**src/rtl/dynamic_scan_controller.sv**
```systemverilog
// -----------------------------------------------------------------------------
// dynamic_scan_controller
//
// Time-multiplexes one segment bus across DIGITS common anodes. Each digit owns
// a slot of DIV clock cycles. The first BLANK cycles of every slot drive all
// outputs inactive so the previous digit's pattern cannot ghost onto the next
// anode. Segment data is captured into a shadow register once per frame, so a
// frame never shows a mix of old and new data.
//
// Ports
//   CLK        system clock, all logic on the rising edge
//   RST        synchronous reset, active-high
//   DIGIT_EN   per-digit enable, sampled live (a disabled digit stays blank)
//   SEG_IN     segment data, digit i at [i*SEG_W +: SEG_W]
//   SEL        binary index of the digit currently being scanned
//   ANODE      anode drive, at most one digit asserted (per ANODE_ACTIVE_LOW)
//   SEG_OUT    segment drive for the current digit (per SEG_ACTIVE_LOW)
//   FRAME_STB  one-cycle pulse on the first cycle of each new frame
// -----------------------------------------------------------------------------
module dynamic_scan_controller #(
    parameter int DIGITS           = 4,
    parameter int DIV              = 20000,
    parameter int BLANK            = 1000,
    parameter int SEG_W            = 8,
    parameter bit ANODE_ACTIVE_LOW = 1'b1,
    parameter bit SEG_ACTIVE_LOW   = 1'b1
) (
    input  logic                       CLK,
    input  logic                       RST,
    input  logic [DIGITS-1:0]          DIGIT_EN,
    input  logic [DIGITS*SEG_W-1:0]    SEG_IN,
    output logic [$clog2(DIGITS)-1:0]  SEL,
    output logic [DIGITS-1:0]          ANODE,
    output logic [SEG_W-1:0]           SEG_OUT,
    output logic                       FRAME_STB
);

    localparam int SW = $clog2(DIGITS);
    localparam int CW = $clog2(DIV);

    localparam logic [CW-1:0] CNT_MAX = CW'(DIV - 1);
    localparam logic [CW-1:0] BLANK_C = CW'(BLANK);
    localparam logic [SW-1:0] SEL_MAX = SW'(DIGITS - 1);

    localparam logic [DIGITS-1:0] ANODE_IDLE = {DIGITS{ANODE_ACTIVE_LOW}};
    localparam logic [SEG_W-1:0]  SEG_IDLE   = {SEG_W{SEG_ACTIVE_LOW}};

    logic [CW-1:0]           cnt, cnt_nxt;
    logic [SW-1:0]           sel, sel_nxt;
    logic [DIGITS*SEG_W-1:0] shadow, shadow_nxt;
    logic                    frame_edge;
    logic                    blank_nxt;
    logic [DIGITS-1:0]       anode_nxt;
    logic [SEG_W-1:0]        seg_lit;
    logic [SEG_W-1:0]        seg_nxt;

    assign SEL = sel;

    // Outputs are derived from the next-state values so that, after every
    // edge, ANODE and SEG_OUT already match the new (cnt, sel) pair.
    always_comb begin
        // NOTE: every signal gets a default before any conditional assignment,
        // otherwise a path that skips it would infer a latch.
        cnt_nxt    = (cnt == CNT_MAX) ? '0 : cnt + CW'(1);
        sel_nxt    = sel;
        frame_edge = 1'b0;
        if (cnt == CNT_MAX) begin
            // Explicit wrap: for non-power-of-2 DIGITS sel must never pass SEL_MAX.
            sel_nxt    = (sel == SEL_MAX) ? '0 : sel + SW'(1);
            frame_edge = (sel == SEL_MAX);
        end

        shadow_nxt = frame_edge ? SEG_IN : shadow;
        blank_nxt  = (cnt_nxt < BLANK_C) || !DIGIT_EN[sel_nxt];

        anode_nxt = ANODE_IDLE;
        seg_lit   = '0;
        for (int i = 0; i < DIGITS; i++) begin
            if (sel_nxt == SW'(i)) begin
                anode_nxt[i] = ~ANODE_ACTIVE_LOW;
                seg_lit      = shadow_nxt[i*SEG_W +: SEG_W];
            end
        end

        if (blank_nxt) begin
            anode_nxt = ANODE_IDLE;
        end
        seg_nxt = blank_nxt ? SEG_IDLE : seg_lit;
    end

    // NOTE: sequential state uses non-blocking assignments only, so every
    // register samples the pre-edge values regardless of statement order.
    always_ff @(posedge CLK) begin
        if (RST) begin
            cnt       <= '0;
            sel       <= '0;
            // The shadow tracks SEG_IN while reset is held, so the first frame
            // after release shows the data present at release.
            shadow    <= SEG_IN;
            ANODE     <= ANODE_IDLE;
            SEG_OUT   <= SEG_IDLE;
            FRAME_STB <= 1'b0;
        end else begin
            cnt       <= cnt_nxt;
            sel       <= sel_nxt;
            shadow    <= shadow_nxt;
            ANODE     <= anode_nxt;
            SEG_OUT   <= seg_nxt;
            FRAME_STB <= frame_edge;
        end
    end

endmodule

```
**config.mk**
```make
export PLATFORM = sky130hd
export DESIGN_NAME = dynamic_scan_controller
export DESIGN_NICKNAME = d
export VERILOG_FILES = /design/src/rtl/dynamic_scan_controller.sv
export SDC_FILE = /design/constraint.sdc
export NUM_CORES = 1
export LEC_CHECK = 0
export CORE_MARGIN = 5
export CORE_UTILIZATION = 35
export CTS_CLUSTER_DIAMETER = 50
export DETAILED_ROUTE_END_ITERATION = 10
export PLACE_DENSITY = 0.57
export REMOVE_ABC_BUFFERS = 1
export SYNTH_ARGS = -nofsm -noshare
export SYNTH_HDL_FRONTEND = slang
export SYNTH_SLANG_ARGS = --single-unit
```
**constraint.sdc**
```tcl
create_clock -name CLK -period 3.3 [get_ports CLK]
set_input_delay 0.495 -clock CLK [delete_from_list [all_inputs] [get_ports CLK]]
set_output_delay 0.495 -clock CLK [all_outputs]
set_load 0.01 [all_outputs]
```
==> results.py, run 1 <==
metrics = {
    "clock_network": {
        "cts_resized": 0,
        "path_clk_slew_ns": 0.08,
        "insertion_delay_ns": 0.34,
        "cts_tree": "done",
        "cts_buffers": 9,
        "cts_sinks": 62,
        "htreeDepth": 3,
        "clockBufferDepth": 2,
        "cts_setup_buffers": 0,
        "hold_buffers": 0,
        "ctsRootBufferMaster": "clkbuf_8",
    },
    "sta": {
        "fin_skew_ns": 0.0118,
        "relSlewSlack": 0.621,
        "finalCritPeriodShare": 0.893,
        "setup_tns_ns": 0,
        "post-route-min-period_ns": 2.95,
        "fmax_ghz": 0.339,
        "setup_viol": 0,
        "rsz0062_at_grt": "no",
        "hold_viol": 0,
        "worstMarginPinSlew_ns": 0.553,
        "slew_viol_final": 0,
        "worst_slack_ns": 0.353,
    },
    "drt": {
        "ant_nets": 0,
        "top_layer": "met4",
        "vias": 2373,
        "dr_wl_met3_um": 333,
        "drt_wl_total_um": 6970,
        "first_pass_iters": 4,
        "wl_per_cell_um": 15.5,
        "vias_per_cell": 5.27,
        "drt_iter0_drc": 84,
        "wl_met2_um": 3230,
        "m1WireLength_um": 3320,
        "drcViolationCount": 0,
    },
    "yosys": {
        "syn_avg_cell_area_um2": 10.2,
        "ys_types": 42,
        "synth_edf_count": 0,
        "syn_area_um2": 2930,
        "ys_seq_elements": 62,
        "yosys_warnings": 0,
        "syn_inst": 287,
        "synth_ff_type": "dfxtp_1",
        "synth_async_sr_flop_share": 0,
        "yosysSeqAreaShare": 0.424,
    },
    "final_layout": {
        "drive_gt1_frac": 0.232,
        "layout.nets": 380,
        "final_cell_count_no_fill": 450,
        "area_delta_synth_final_pct": 28.3,
        "diodes": 0,
    },
    "setup_path": {
        "worstPathMaxFanout": 9,
        "cp.required_ns": 3.50,
        "cp.arrival_ns": 3.15,
        "end_kind": "flip-flop",
        "critPathKind": "reg -> reg",
        "start_kind": "flip-flop",
    },
    "grt": {
        "grt_usage": 0.148,
        "grt_pass1_wl_um": 12000,
        "antenna_found_initial": 0,
        "grt_max_degree": 27,
        "overflow": 0,
        "grt_pass1_vias": 2463,
    },
    "power": {
        "power.leakage_nw": 1.33,
        "power_per_cell_area_nw_per_um2": 416,
        "ir_worst_vdd_mv": 0.254,
    },
    "floorplan": {
        "rows": 33,
        "coreArea_um2": 8180,
        "ios": 53,
        "initial_core_util": 0.358,
        "die_area_um2": 10300,
        "die_y_um": 101,
        "die_x_um": 101,
    },
    "placed_design": {
        "place.gp.congestion": 0.844,
        "port_buffers": 52,
        "place_hpwl_um": 4880,
        "dp.cells": 434,
        "dpl_worst_slack_ns": 0.387,
    },
    "job": {
        "drv_cap": 0,
    },
    "min_path": {
        "hp-class": "reg -> reg",
    },
    "outcome": {
        "run_status": "finished, final reports clean",
    },
}
[layout make-up]
cell class	instances	area (um2)
clock buffer	9	124
clock inverter	7	50.0
fill	807	4420
inverter	5	18.8
multi-input combinational	203	1610
sequential	62	1240
tap	105	131
timing repair buffer	59	586
[kinds of logic after synthesis]
group                      count (synthesis)  synth area share
AOI/OAI and AO/OA                         58             0.141
xor gates and xnor gates                  12            0.0359
adders and majority gates                  2           0.00854
buffers and inverters                     22            0.0312
DFF                                       62             0.424
muxes                                     49             0.194
and+or+nand+nor                           82             0.166
[per-stage QoR]
step,hold WS (ns),instance area [um2],utilization,power (mW)
final,0.460,3760,0.460,1.56
after global routing,0.506,3760,0.460,1.64
after CTS,0.462,3760,0.460,1.59
after detailed placement,0.446,3580,0.438,0.988
after global placement,0.439,3580,0.438,0.985
after floorplan,0.426,2860,-,0.915
[per-layer routing]
layer  global-route usage  up-vias
li1                     -     1191
met1                0.191     1118
met2                0.231       56
met3               0.0517        8
met4               0.0481        0
met5                    0        -
[sequential cells by signal, indices dropped and copies added, names as in the netlist]
signal / flops
SEG_OUT: 8
SEL: 2
FRAME_STB: 1
shadow: 32
ANODE: 4
cnt: 15
[path summary, 6_finish.rpt]
check         start    endpoint  slack (ns)  depth (start not counted)
max          cnt[0]  SEG_OUT[3]        0.35                          8
min          cnt[0]      cnt[0]        0.46                          1
max reg2reg  cnt[0]  SEG_OUT[3]        0.35                          8
min reg2reg  cnt[0]      cnt[0]        0.46                          1
[where the power goes]
group / leakage (nW) / internal (mW) / switching, mW
clock network: 0.0816 / 0.273 / 0.320
logic: 0.738 / 0.104 / 0.0479
registers: 0.513 / 0.793 / 0.0256
total: 1.33 / 1.17 / 0.393
[cells in the final DEF, fill, tap and decap left out, drive strengths merged, types with 3 or more instances in the layout]
cell type,instances
a211oi,7
a21oi,4
buf,7
clkbuf,9
clkdlybuf4s50,52
clkinv,3
clkinvlp,3
dfxtp,62
inv,6
mux2,47
nand2,15
nand3,5
nand4,11
nor2,20
nor2b,7
nor4,5
o211ai,12
o21ai,11
o221ai,8
o22ai,11
or4,3
or4b,3
xnor2,6
xor2,6
[worst max-delay path, cell delays in order (launching register included)]
cell and delay, ns:
dfxtp_1 0.37, ha_1 0.29, nand4_1 0.39, nor4_4 0.31, mux2i_1 0.54, buf_4 0.30, mux2_2 0.36, o22ai_1 0.17
o211ai_1 0.10
[cells in the mapped netlist, drive strengths merged (5+ instances only)]
library cell | number | area, um2
a211oi | 7 | 52.6
clkbuf | 15 | 56.3
dfxtp | 62 | 1240
inv | 5 | 18.8
mux2 | 47 | 548
nand2 | 15 | 56.3
nand3 | 5 | 25.0
nand4 | 11 | 68.8
nor2 | 20 | 75.1
nor2b | 7 | 43.8
nor4 | 5 | 52.6
o211ai | 12 | 90.1
o21ai | 11 | 55.1
o221ai | 8 | 70.1
o22ai | 11 | 68.8
xnor2 | 6 | 52.6
xor2 | 6 | 52.6
(Power assumes the default switching activity.)
==> inputs of run 2 (changes only) <==
--- a/config.mk
+++ b/config.mk
@@ -5,12 +5,14 @@
 export SDC_FILE = /design/constraint.sdc
 export NUM_CORES = 1
 export LEC_CHECK = 0
+export ABC_AREA = 1
 export CORE_MARGIN = 5
 export CORE_UTILIZATION = 35
 export CTS_CLUSTER_DIAMETER = 50
 export DETAILED_ROUTE_END_ITERATION = 10
 export PLACE_DENSITY = 0.57
 export REMOVE_ABC_BUFFERS = 1
+export SKIP_LAST_GASP = 1
 export SYNTH_ARGS = -nofsm -noshare
 export SYNTH_HDL_FRONTEND = slang
 export SYNTH_SLANG_ARGS = --single-unit
==> run 2 against run 1 <==
Compared with the run above: synthesized cell count rose by 58%; clock skew barely moved; routed wire length is 4.5% higher; final area rose by 1.7%; utilization increased by 0.098 points; critical path type unchanged; sequential cell count stayed put; register-to-register slack better by 0.59 ns; sequential power shrank 2%.
==> results.py, run 2 <==
metrics = {
    "outcome": {
        "run_status": "finished, final reports clean",
    },
    "clock_network": {
        "cts_tree": "done",
        "htreeDepth": 3,
        "insertion_delay_ns": 0.34,
        "cts_resized": 0,
        "cts_setup_buffers": 0,
        "cts_buffers": 9,
        "hold_buffers": 0,
        "path_clk_slew_ns": 0.07,
        "ctsRootBufferMaster": "clkbuf_8",
        "cts_sinks": 62,
        "clockBufferDepth": 2,
    },
    "yosys": {
        "ys_seq_elements": 62,
        "synth_ff_type": "dfxtp_1",
        "synth_common_cells": "nand2_1, nor2_1, dfxtp_1",
        "synthTopCellsByArea": "dfxtp_1, nand2_1, nor2_1, o21ai_0, inv_1",
        "yosys.cell_count.top_type": "nand2_1",
        "syn_avg_cell_area_um2": 6.64,
        "syn_area_um2": 3020,
        "yosysSeqAreaShare": 0.411,
        "synth_edf_count": 0,
        "yosys_warnings": 0,
        "ys_types": 31,
        "synth_largest_area_cell": "dfxtp_1",
        "syn_inst": 454,
        "synth.top_cell.area_share": 0.411,
        "synth_async_sr_flop_share": 0,
    },
    "final_layout": {
        "nFillCells": 853,
        "final_common_cell": "nand2_1",
        "final_cell_count_no_fill": 616,
        "diodes": 0,
        "layout.nets": 546,
        "drive_gt1_frac": 0.0939,
        "area_delta_synth_final_pct": 26.8,
        "largest_register_ff_count": 32,
        "seqCellArea_um2": 1240,
        "fin_util": 0.461,
        "mostFrequentLayoutCells": "nand2_1, nor2_1, dfxtp_1",
        "fin_area_um2": 3820,
        "regMostFlops": "shadow",
        "top_regs": "shadow (32), cnt (15), SEG_OUT (8)",
        "multiInputGateArea_um2": 1560,
    },
    "drt": {
        "ant_nets": 0,
        "vias_per_cell": 4.57,
        "drt_iter0_drc": 108,
        "drcViolationCount": 0,
        "vias": 2815,
        "drt_wl_total_um": 7290,
        "first_pass_iters": 4,
        "wl_per_cell_um": 11.8,
    },
    "floorplan": {
        "die_y_um": 103,
        "initial_core_util": 0.363,
        "rows": 33,
        "ios": 53,
        "die_area_um2": 10600,
        "die_x_um": 103,
        "coreArea_um2": 8300,
    },
    "grt": {
        "antenna_found_initial": 0,
        "grt_pass1_wl_um": 12400,
        "grt_usage": 0.149,
        "grt_max_degree": 35,
        "grt_pass1_vias": 2660,
        "overflow": 0,
    },
    "sta": {
        "rsz0062_at_grt": "no",
        "finalCritPeriodShare": 0.715,
        "setup_tns_ns": 0,
        "whs_ns": 0.469,
        "hold_viol": 0,
        "worst_slack_ns": 0.939,
        "post-route-min-period_ns": 2.36,
        "fin_skew_ns": 0.0117,
        "worstMarginPinSlew_ns": 0.620,
        "relSlewSlack": 0.587,
        "slew_viol_final": 0,
        "fmax_ghz": 0.424,
        "setup_viol": 0,
    },
    "job": {
        "drv_cap": 0,
    },
    "setup_path": {
        "critPathKind": "reg -> reg",
        "cp.required_ns": 3.58,
        "cp.arrival_ns": 2.65,
        "start_kind": "flip-flop",
        "end_kind": "flip-flop",
        "worstPathMaxFanout": 27,
    },
    "min_path": {
        "hp-class": "reg -> reg",
    },
    "placed_design": {
        "dpl_worst_slack_ns": 0.955,
        "port_buffers": 52,
        "dp.cells": 600,
        "place_hpwl_um": 5500,
        "place.gp.congestion": 0.833,
        "place_area_um2": 3620,
    },
    "power": {
        "ir_worst_vdd_mv": 0.180,
        "power_mw": 1.63,
        "power_per_cell_area_nw_per_um2": 427,
        "power.leakage_nw": 1.64,
    },
}
## run 2: changes by cell type in the layout (fill, tap and decap cells not counted), sizes merged, moves of 8 or more
cell    delta
nor2      +55
inv       +35
nand4      -8
o221ai     -8
o21ai     +41
o211ai    -12
o22ai     -11
nand2    +138
mux2      -47
nand3     +22
## run 2: cell type report
cell class,count,area share
clock inverters,5,0.0154
well taps,105,0.0344
multi-input cells,337,0.407
repair buffers,54,0.140
clock buffers,11,0.0370
inverters,42,0.0412
flip-flops and latches,62,0.325
## run 2: cells by family (layout without fill, tap and decap cells)
group                    count (synthesis)  in the layout  synth area share
AO/OA/AOI/OAI                           60             60             0.103
XOR/XNOR                                 4              4            0.0116
adder cells (fa/ha/maj)                  2              2           0.00829
buffers and inverters                   55            112            0.0722
flip-flops                              62             62             0.411
multiplexers                             1              1           0.00332
AND/OR/NAND/NOR                        270            270             0.390
## run 2: where the power goes
group	total, mW	switching (mW)	leakage [nW]	internal [mW]
Combinational	0.155	0.0772	1.04	0.0779
Sequential	0.799	0.0115	0.512	0.787
Clock	0.681	0.311	0.0955	0.370
## run 2: worst paths after layout
| kind | startpoint | endpoint | slack (ns) | cells after the start |
|---|---|---|---|---|
| min reg2reg | cnt[0] | cnt[0] | 0.47 | 1 |
| min | cnt[0] | cnt[0] | 0.47 | 1 |
| max reg2reg | cnt[0] | SEG_OUT[2] | 0.94 | 11 |
| max | cnt[0] | SEG_OUT[2] | 0.94 | 11 |
## run 2: critical path: stages, from the launching register on
cell	delay [ns]
dfxtp_1	0.37
ha_1	0.25
nand3_4	0.13
nor2_1	0.24
nand3_2	0.43
inv_1	0.37
nand2_1	0.11
nand2_1	0.08
nand2_1	0.05
nand3_1	0.18
nor2_1	0.06
nand2_1	0.06
## run 2: layer usage
metal,track usage,wire length [um],vias to the layer above
met5,0,0,-
met4,0.0568,124,0
met3,0.0311,395,11
met2,0.232,3310,74
met1,0.204,3460,1194
li1,-,-,1536
==> inputs of run 3 (changes only) <==
==> constraint.sdc (replaced) <==
create_clock -name CLK -period 2.4 [get_ports CLK]
set_input_delay 0.36 -clock CLK [delete_from_list [all_inputs] [get_ports CLK]]
set_output_delay 0.36 -clock CLK [all_outputs]
set_load 0.01 [all_outputs]
==> run 3 against run 2 <==
Compared with the run above: clock-buffer cell count unchanged; clock skew shrank 0.00082 ns; clock power is 27% higher; combinational power rose by 38%; first-iteration DRC count increased by 26%; power is 33% higher; highest routed layer unchanged; critical endpoint unchanged; register-to-register slack worse by 0.66 ns; non-clock buffer count is 3 higher; critical path type unchanged.
==> results.py, run 3 (synthesis gave the netlist of run 2 again) <==
metrics = {
    "sta": {
        "finalCritPeriodShare": 0.883,
        "worst_slack_ns": 0.280,
        "relSlewSlack": 0.691,
        "worstMarginPinSlew_ns": 0.463,
        "setup_tns_ns": 0,
        "slew_viol_final": 0,
        "fmax_ghz": 0.472,
        "hold_viol": 0,
        "fin_skew_ns": 0.0108,
        "rsz0062_at_grt": "no",
        "setup_viol": 0,
        "whs_ns": 0.465,
        "post-route-min-period_ns": 2.12,
    },
    "grt": {
        "grt_usage": 0.152,
        "grt_pass1_vias": 2755,
        "antenna_found_initial": 0,
        "overflow": 0,
        "grt_max_degree": 35,
        "grt_pass1_wl_um": 12600,
    },
    "drt": {
        "drt_iter0_drc": 136,
        "drcViolationCount": 0,
        "drt_wl_total_um": 7500,
        "ant_nets": 0,
        "wl_per_cell_um": 12.2,
        "vias": 2905,
        "first_pass_iters": 5,
        "vias_per_cell": 4.72,
    },
    "floorplan": {
        "ios": 53,
        "initial_core_util": 0.363,
        "rows": 33,
        "die_area_um2": 10600,
        "coreArea_um2": 8300,
        "die_y_um": 103,
        "die_x_um": 103,
    },
    "final_layout": {
        "top_regs": "shadow (32), cnt (15), SEG_OUT (8)",
        "fin_area_um2": 3830,
        "final_common_cell": "nand2_1",
        "fin_util": 0.462,
        "layout.nets": 549,
        "largest_register_ff_count": 32,
        "diodes": 0,
        "nFillCells": 855,
        "regMostFlops": "shadow",
        "mostFrequentLayoutCells": "nand2_1, nor2_1, dfxtp_1",
        "area_delta_synth_final_pct": 27.1,
        "final_cell_count_no_fill": 616,
        "drive_gt1_frac": 0.0939,
    },
    "placed_design": {
        "place.gp.congestion": 0.837,
        "place_hpwl_um": 5720,
        "dpl_worst_slack_ns": 0.272,
        "place_area_um2": 3660,
        "dp.cells": 603,
        "port_buffers": 52,
    },
    "clock_network": {
        "htreeDepth": 3,
        "ctsRootBufferMaster": "clkbuf_8",
        "cts_buffers": 9,
        "cts_tree": "done",
        "path_clk_slew_ns": 0.07,
        "cts_setup_buffers": 0,
        "insertion_delay_ns": 0.33,
        "hold_buffers": 0,
        "cts_resized": 0,
        "cts_sinks": 62,
        "clockBufferDepth": 2,
    },
    "power": {
        "power_mw": 2.18,
        "power.leakage_nw": 1.66,
        "ir_worst_vdd_mv": 0.334,
        "power_per_cell_area_nw_per_um2": 568,
    },
    "setup_path": {
        "cp.required_ns": 2.62,
        "cp_cell_sequence": "ha_1 -> nand3_4 -> nor2_4 -> nand3_2 -> buf_4 -> nand2_1 -> o21ai_0 -> nand2_1 -> nand3_1 -> nor2_1 -> nand2_1",
        "worst-path-stages": 11,
        "cp.arrival_ns": 2.34,
        "start_kind": "flip-flop",
        "reg2reg_from": "cnt[0]",
        "rr_endpoint": "SEG_OUT[2]",
        "end_kind": "flip-flop",
        "cpMostUsedCell": "nand2_1",
        "reg2reg_slack_ns": 0.28,
        "critPathKind": "reg -> reg",
        "worstPathMaxFanout": 15,
        "cp_slowest_stage_delay_ns": 0.37,
        "crit_buf_inv": 1,
        "ff2ff_path_depth": 11,
        "endpoint": "SEG_OUT[2]",
        "slowest_stage": "dfxtp_1",
        "critPathTopFamily": "simple AND/OR/NAND/NOR gates",
        "startpoint": "cnt[0]",
    },
    "min_path": {
        "hold_start": "cnt[0]",
        "hp-class": "reg -> reg",
    },
    "outcome": {
        "run_status": "finished, final reports clean",
    },
    "job": {
        "drv_cap": 0,
    },
}
==> run 3: worst min path at each step <==
| stage | to | slack (ns) | cells after the start |
|---|---|---|---|
| floorplan | cnt[0] | 0.43 | 1 |
| global placement | cnt[0] | 0.45 | 1 |
| detailed placement | cnt[0] | 0.46 | 1 |
| CTS | cnt[0] | 0.47 | 1 |
| global route | cnt[0] | 0.51 | 1 |
| finish | cnt[0] | 0.47 | 1 |
==> run 3: worst reg2reg max path, cell delays in order (launching register included) <==
cell     delay (ns)
dfxtp_1        0.37
ha_1           0.25
nand3_4        0.13
nor2_4         0.19
nand3_2        0.25
buf_4          0.28
nand2_1        0.06
o21ai_0        0.10
nand2_1        0.09
nand3_1        0.12
nor2_1         0.11
nand2_1        0.06
==> run 3: area by class of cell <==
| type | instances | area, um2 | area share |
|---|---|---|---|
| Multi-Input combinational cell | 337 | 1560 | 0.406 |
| Sequential cell | 62 | 1240 | 0.324 |
| Timing Repair Buffer | 57 | 571 | 0.149 |
| Inverter | 42 | 158 | 0.0411 |
| Clock buffer | 11 | 141 | 0.0369 |
| Tap cell | 105 | 131 | 0.0343 |
| Clock inverter | 2 | 35.0 | 0.00914 |
==> run 3: report_power, final <==
part | switching [mW] | internal, mW | total [mW]
Combinational | 0.106 | 0.107 | 0.214
Clock | 0.377 | 0.490 | 0.867
Sequential | 0.0159 | 1.08 | 1.10
Total | 0.499 | 1.68 | 2.18
==> run 3: routing by layer <==
layer	GRT usage	share of wire	vias up
met3	0.0507	0.061	6
met4	0.0369	0.011	0
met1	0.198	0.47	1286
li1	-	-	1543
met2	0.245	0.46	70
met5	0	0	-
